File: src/rtl/ddr_word_tx.sv
// ddr_word_tx: shifts a command word and N data words onto SDA, one bit per SCL edge.
// Optional CRC trailer word is compiled in with `define DDR_TX_CRC_EN.
module ddr_word_tx #(
  parameter int DATA_W = 16,
  parameter int CNT_W  = 8
) (
  input  logic              i_sys_clk,
  input  logic              i_sys_rst,
  input  logic              i_sclgen_scl_pos_edge,
  input  logic              i_sclgen_scl_neg_edge,
  input  logic              i_tx_start,
  input  logic [DATA_W-1:0] i_tx_cmd,
  input  logic [CNT_W-1:0]  i_tx_word_cnt,
  input  logic              i_tx_abort,
  input  logic [DATA_W-1:0] i_regf_data,
  input  logic              i_regf_valid,
  output logic              o_regf_ready,
  output logic              o_sdahnd_serial_data,
  output logic              o_sclgen_stall,
  output logic              o_tx_busy,
  output logic              o_tx_done
);

  // state | meaning
  // IDLE  | line high, waiting for i_tx_start
  // CMD   | shifting the command word
  // DATA  | loading / shifting data words (bit_left==0 means next word due)
  // CRC   | shifting the CRC trailer (DDR_TX_CRC_EN only)
  // FIN   | last bit held for one edge, then line released
  localparam int FW = DATA_W + 4;
`ifdef DDR_TX_CRC_EN
  localparam int SR_W = (FW > 12) ? FW : 12;
`else
  localparam int SR_W = FW;
`endif
  localparam int BL_W = $clog2(SR_W + 1);

  typedef enum logic [2:0] {
    IDLE,
    CMD,
    DATA,
`ifdef DDR_TX_CRC_EN
    CRC,
`endif
    FIN
  } state_t;

  state_t           state;
  logic [SR_W-1:0]  shreg;
  logic [BL_W-1:0]  bit_left;
  logic [CNT_W-1:0] word_cnt;
`ifdef DDR_TX_CRC_EN
  logic [4:0]       crc5;
`endif
  logic             stb;

  assign stb = i_sclgen_scl_pos_edge | i_sclgen_scl_neg_edge;

  function automatic logic [FW-1:0] word_fmt(input logic [1:0] pre, input logic [DATA_W-1:0] w);
    logic p1, p0;
    p1 = 1'b0;
    p0 = 1'b1;
    for (int i = 0; i < DATA_W; i++) begin
      if (i % 2 == 1) p1 = p1 ^ w[i];
      else            p0 = p0 ^ w[i];
    end
    return {pre, w, p1, p0};
  endfunction

  // words are left-aligned so the line always takes the shift register MSB
  function automatic logic [SR_W-1:0] align(input logic [FW-1:0] w);
    return SR_W'(w) << (SR_W - FW);
  endfunction

`ifdef DDR_TX_CRC_EN
  function automatic logic [4:0] crc5_upd(input logic [4:0] c, input logic [DATA_W-1:0] w);
    logic [4:0] r;
    logic       fb;
    r = c;
    for (int i = DATA_W - 1; i >= 0; i--) begin
      fb = r[4] ^ w[i];
      r  = {r[3:0], 1'b0} ^ {2'b00, fb, 1'b0, fb};
    end
    return r;
  endfunction
`endif

  always_ff @(posedge i_sys_clk or negedge i_sys_rst) begin
    if (!i_sys_rst) begin
      state                <= IDLE;
      shreg                <= '0;
      bit_left             <= '0;
      word_cnt             <= '0;
`ifdef DDR_TX_CRC_EN
      crc5                 <= '0;
`endif
      o_sdahnd_serial_data <= 1'b1;
      o_regf_ready         <= 1'b0;
      o_sclgen_stall       <= 1'b0;
      o_tx_busy            <= 1'b0;
      o_tx_done            <= 1'b0;
    end else begin
      o_regf_ready <= 1'b0;
      o_tx_done    <= 1'b0;
      if (state != IDLE && i_tx_abort) begin
        state                <= IDLE;
        bit_left             <= '0;
        word_cnt             <= '0;
        o_sdahnd_serial_data <= 1'b1;
        o_sclgen_stall       <= 1'b0;
        o_tx_busy            <= 1'b0;
      end else begin
        case (state)
          IDLE: begin
            if (i_tx_start) begin
              state     <= CMD;
              shreg     <= align(word_fmt(2'b01, i_tx_cmd));
              bit_left  <= BL_W'(FW);
              word_cnt  <= i_tx_word_cnt;
              o_tx_busy <= 1'b1;
`ifdef DDR_TX_CRC_EN
              crc5      <= 5'b11111;
`endif
            end
          end
          FIN: begin
            if (stb) begin
              state                <= IDLE;
              o_sdahnd_serial_data <= 1'b1;
              o_tx_busy            <= 1'b0;
              o_tx_done            <= 1'b1;
            end
          end
          default: begin
            if (bit_left == '0) begin
              // word boundary: the strobe only counts if a data word is available
              if (stb && i_regf_valid) begin
                o_sdahnd_serial_data <= 1'b1;
                shreg                <= align(word_fmt(2'b10, i_regf_data)) << 1;
                bit_left             <= BL_W'(FW - 1);
                word_cnt             <= word_cnt - CNT_W'(1);
                o_regf_ready         <= 1'b1;
                o_sclgen_stall       <= 1'b0;
`ifdef DDR_TX_CRC_EN
                crc5                 <= crc5_upd(crc5, i_regf_data);
`endif
              end else if (stb) begin
                o_sclgen_stall <= 1'b1;
              end else if (o_sclgen_stall && i_regf_valid) begin
                o_sclgen_stall <= 1'b0;
              end
            end else if (stb) begin
              o_sdahnd_serial_data <= shreg[SR_W-1];
              shreg                <= shreg << 1;
              bit_left             <= bit_left - BL_W'(1);
              if (bit_left == BL_W'(1)) begin
`ifdef DDR_TX_CRC_EN
                if (state == CRC) state <= FIN;
                else if (word_cnt != '0) state <= DATA;
                else if (state == DATA) begin
                  state    <= CRC;
                  shreg    <= SR_W'({2'b01, 4'b1100, crc5, 1'b1}) << (SR_W - 12);
                  bit_left <= BL_W'(12);
                end else state <= FIN;
`else
                if (word_cnt != '0) state <= DATA;
                else                state <= FIN;
`endif
              end
            end
          end
        endcase
      end
    end
  end

endmodule

File: config.mk
export PLATFORM = sky130hd
export DESIGN_NAME = ddr_word_tx
export DESIGN_NICKNAME = d
export VERILOG_FILES = /design/src/rtl/ddr_word_tx.sv
export SDC_FILE = /design/constraint.sdc
export NUM_CORES = 1
export LEC_CHECK = 0
export BUFFER_PORTS_ARGS = -buffer_cell sky130_fd_sc_hd__buf_2
export CAP_MARGIN = 15
export CORE_UTILIZATION = 35
export DETAILED_ROUTE_END_ITERATION = 8
export GPL_ROUTABILITY_DRIVEN = 0
export SETUP_SLACK_MARGIN = 0.15
export SYNTH_ARGS = -nofsm -noshare
export SYNTH_HDL_FRONTEND = slang
export SYNTH_SLANG_ARGS = --single-unit
File: constraint.sdc
create_clock -name i_sys_clk -period 1.9 [get_ports i_sys_clk]
set_input_delay 0.475 -clock i_sys_clk [delete_from_list [all_inputs] [get_ports i_sys_clk]]
set_output_delay 0.475 -clock i_sys_clk [all_outputs]
set_load 0.02 [all_outputs]
==> results by stage <==
STA:
- The worst hold slack across all endpoints is 0.126 ns.
- The final number of hold-violating endpoints is 0.
- The max-slew headroom at the worst pin is 0.683.
- In the finished design, the share of the clock period the worst path needs comes to 1.04.
- The setup-violating endpoint count in the final report is 19.
- Across all setup checks in the final design, the least slack found is -0.0744 ns.
- Between clock sinks in the finished design, the worst skew comes to 0.00892 ns.
- The highest achievable clock rate is between 500 and 600 MHz.
- At the pin with the least slew margin, the transition time is 0.472 ns.
- Subtracting the final worst setup slack from the clock period gives 1.97 ns.
- The number of max-slew violations in the final report is 0.
- Setup repair after global routing could not meet its margin everywhere.

Yosys:
- For this run, the number of Yosys warnings is 0.
- In the synthesized netlist, the cells that appear most often are 39 x sky130_fd_sc_hd__dfrtp_1, 31 x sky130_fd_sc_hd__o21ai_0, 27 x sky130_fd_sc_hd__xnor2_1.
- By area the synthesized netlist is led by sky130_fd_sc_hd__dfrtp_1 36%, sky130_fd_sc_hd__xnor2_1 8.8%, sky130_fd_sc_hd__mux2i_1 6.3%.
- The async set or reset register ratio after synthesis is 1.00.
- Counting flops with a built-in enable in the synthesized netlist gives 0.
- After synthesis the cells add up to around 2700 µm².
- The number of standard cells after synthesis is 284.
- The dominant synthesized flop cell is sky130_fd_sc_hd__dfrtp_1.
- The share of the Yosys chip area taken by registers is 0.373.
- The register bit count reported by yosys is 40.
- The share of synthesized area in the top cell type comes to 0.363.
- The average instance area after synthesis is 9.45 µm².
- After synthesis, the netlist uses between 40 and 50 different library cells.
- Yosys instantiated no cell more often than sky130_fd_sc_hd__dfrtp_1.
- Of all cell types, the one taking the most synthesized area is sky130_fd_sc_hd__dfrtp_1.
- The post-synth net total is approximately 340.

Power:
- The worst voltage drop across the vdd grid is 0.540 mV.
- Dividing total power by cell area gives a power density of between 1000 and 1500 nW/µm².
- The clock network power share is 0.133.
- The leakage power figure is around 1.6 nW.
- The switching part of the total is 0.389.
- The net switching power is 0.00203 W.
- The internal power component is 0.00319 W.
- Of the total power, registers draw 0.289.
- The portion of total power attributed to combinational logic is 0.578.
- After layout, the design draws a total of 0.00521 W.

Clock tree:
- The tree is rooted in a sky130_fd_sc_hd__clkbuf_8.
- TritonCTS built the clock tree.
- The clock latency of the later-clocked register in the worst-skew pair is 0.29 ns.
- The post-CTS clock slew at the launch and capture registers of the worst setup and hold paths is 0.09 ns.
- The clock tree synthesis step divided the H-tree into 2 levels.
- The number of clock buffers inserted by TritonCTS is 5.
- The maximum clock insertion buffer count is 2.
- The number of buffers inserted by hold repair at cts is 0.
- The number of sinks driven by the clock tree is 40.

Placement:
- The post-detailed-placement half-perimeter wirelength is 4770 µm.
- Prior to clock tree synthesis, the placed netlist has a worst setup slack of -0.0448 ns.
- In this run the cell area measured after placement is between 3000 and 4000 µm².
- In this run the tool buffered the top-level ports with 51 buffer cells.

Cells and area:
- The multi-input gate area in the final layout is 1760 µm².
- At the end of the flow, the number of nets in the layout was 422.
- The final standard cell area without fillers is 3640 µm².
- Counting the fill cells in the layout gives slightly below 700.
- The share of cells above drive strength 1 is 0.402.
- The layout-stage area growth over the synthesis result is 35.6%.
- 0 antenna diodes ended up in the layout.
- The area of all sequential standard cells is 1000 µm².
- The final cell utilization of the core is 0.497.

Setup path:
- For the worst setup path, the data required time is 2.08 ns.
- The startpoint of the most critical setup path is bit_left[0].
- The type of element capturing the critical path is a flop.
- Along the worst path, the maximum fanout reaches 24.
- The startpoint of the lowest-slack register-to-register path is bit_left[0].
- The critical path in this run is classified as flop to flop.
- Data arrives at the worst endpoint at 2.16 ns.
- STA classifies the critical path startpoint as a flop.

Die:
- The initial core utilization is 0.366.
- The die outline area is approximately 8000 µm².
- The floorplan has 31 rows.
- The I/O pin count is 52.
- The die width is 89.6 µm.
- The die is 89.6 µm tall.
- The floorplan core area is roughly 7300 µm².

Drt:
- The initial DRC count is 72.
- The total DRC errors in the routed layout is 0.
- The post-route antenna net violation count is 0.
- The post-detailed-route wirelength per cell is 14.4 µm.
- The number of vias in the routed layout is 2364.
- The total wire length after detailed routing is 6720 µm.
- Dividing the detail-routed via count by the number of cells gives 5.06.
- The first-pass detailed-route iteration total is 4.

GRT:
- Entering global routing, the biggest net connects 36 pins.
- The total global-route track usage is 0.177.
- The residual overflow from global routing is 0.
- The via count of the first global-routing pass is roughly 2300.
- The initial antenna violation count was 0.
- The wire length of the first global-routing pass is 10900 µm.

Hold path:
- The min-delay analysis places its worst path in the category input port to asynchronous set/reset pin.

Job:
- Across the run, the number of max-cap violations was 0.

Run status:
- The flow ran to the end, but the final reports show violations.
- The final reports fail on setup timing.
## final timing paths
check	endpoint	slack, ns	depth (start not counted)
max	shreg[16]	-0.07	7
min	state[1]	0.13	1
max reg2reg	shreg[16]	-0.07	7
min reg2reg	o_sclgen_stall	0.50	2
max in group asynchronous	bit_left[0]	1.29	2
min in group i_sys_clk	word_cnt[6]	0.40	3
## repair_timing
action                     in CTS  in global routing
gates resized for setup        16                 29
pin swaps                       6                  8
setup endpoints to repair      36                 36
gates cloned                    0                  1
setup buffers                   8                  3
hold endpoints to repair        0                  0
## cell families (layout without fill, tap and decap cells)
family,count (synthesis),count (layout),synth area share
AND/OR/NAND/NOR,75,75,0.138
AO/OA/AOI/OAI,75,76,0.170
XOR/XNOR,29,29,0.0946
adder cells (fa/ha/maj),8,8,0.0373
multiplexers,33,33,0.146
flip-flops,40,40,0.373
buffers and inverters,24,107,0.0410
## stage by stage
step                      std cells  TNS, ns
after global routing            467    -2.28
final                           467    -1.11
after floorplan                 284    -1.61
after CTS                       463   -0.833
after detailed placement        447   -0.551
after global placement          447   -0.399
## flip-flops by register name (all words and copies together) (netlist names)
name,flops
state,2
o_sclgen_stall,1
o_tx_done,1
o_sdahnd_serial_data,1
o_regf_ready,1
bit_left,5
word_cnt,8
shreg,20
o_tx_busy,1
## worst max-delay path: stages, from the launching register on
cell	delay (ns)
sky130_fd_sc_hd__dfrtp_1	0.39
sky130_fd_sc_hd__inv_2	0.08
sky130_fd_sc_hd__ha_4	0.14
sky130_fd_sc_hd__or4b_4	0.50
sky130_fd_sc_hd__o21ai_4	0.19
sky130_fd_sc_hd__o31ai_4	0.08
sky130_fd_sc_hd__buf_12	0.18
sky130_fd_sc_hd__mux2_4	0.30
## placed cells by master (no fill, tap or decap), types with 2 or more instances in the layout
cell                       synthesis  layout
sky130_fd_sc_hd__mux2i_1          17      17
sky130_fd_sc_hd__a21oi_2           0       5
sky130_fd_sc_hd__inv_1            11       9
sky130_fd_sc_hd__ha_1              8       5
sky130_fd_sc_hd__nand2_1          26      25
sky130_fd_sc_hd__nor2_1           18      16
sky130_fd_sc_hd__o21ai_1           1      12
sky130_fd_sc_hd__o21ai_2           0       2
sky130_fd_sc_hd__and3_1            4       3
sky130_fd_sc_hd__a21o_4            0       2
sky130_fd_sc_hd__a32oi_1           2       2
sky130_fd_sc_hd__buf_2             4      51
sky130_fd_sc_hd__o22ai_1           2       2
sky130_fd_sc_hd__buf_12            0       3
sky130_fd_sc_hd__o21ai_0          31      18
sky130_fd_sc_hd__ha_2              0       2
sky130_fd_sc_hd__nor2_4            0       2
sky130_fd_sc_hd__a21oi_1          20      14
sky130_fd_sc_hd__mux2_2            5       4
sky130_fd_sc_hd__mux2_4           11      12
sky130_fd_sc_hd__o31ai_4           1       2
sky130_fd_sc_hd__xor2_1            2       2
sky130_fd_sc_hd__nor3_1            2       2
sky130_fd_sc_hd__a211oi_2          0       3
sky130_fd_sc_hd__nand2b_1          3       3
sky130_fd_sc_hd__buf_6             2       8
sky130_fd_sc_hd__dfrtp_1          39      39
sky130_fd_sc_hd__xnor2_1          27      27
sky130_fd_sc_hd__buf_4             0      26
sky130_fd_sc_hd__nand3_1          10       8
sky130_fd_sc_hd__clkbuf_8          0       5
sky130_fd_sc_hd__inv_2             0       2
sky130_fd_sc_hd__a31oi_1           4       4
## layer usage
| layer | track usage | wire length [µm] | vias up |
|---|---|---|---|
| met1 | 0.229 | 3140 | 1124 |
| met2 | 0.307 | 3270 | 52 |
| li1 | - | - | 1180 |
| met4 | 0.0375 | 63 | 0 |
| met3 | 0.0320 | 244 | 8 |
| met5 | 0 | 0 | - |
## area by class of cell
type | instances | area share
tap | 99 | 0.0340
multi-input combinational | 221 | 0.485
inverter | 11 | 0.0113
timing repair buffer | 88 | 0.165
sequential | 40 | 0.275
clock inverter | 2 | 0.00963
clock buffer | 6 | 0.0199
## power groups by stage
stage | registers, W | logic [W] | clock network, W
2_1_floorplan | 0.00149 | 0.00189 | 0
3_3_place_gp | 0.00151 | 0.00258 | 0
3_5_place_dp | 0.00151 | 0.00264 | 0
4_1_cts | 0.00150 | 0.00282 | 0.000719
5_1_grt | 0.00155 | 0.00332 | 0.000753
6_report | 0.00150 | 0.00301 | 0.000695
Power figures use the tool's default switching activity.
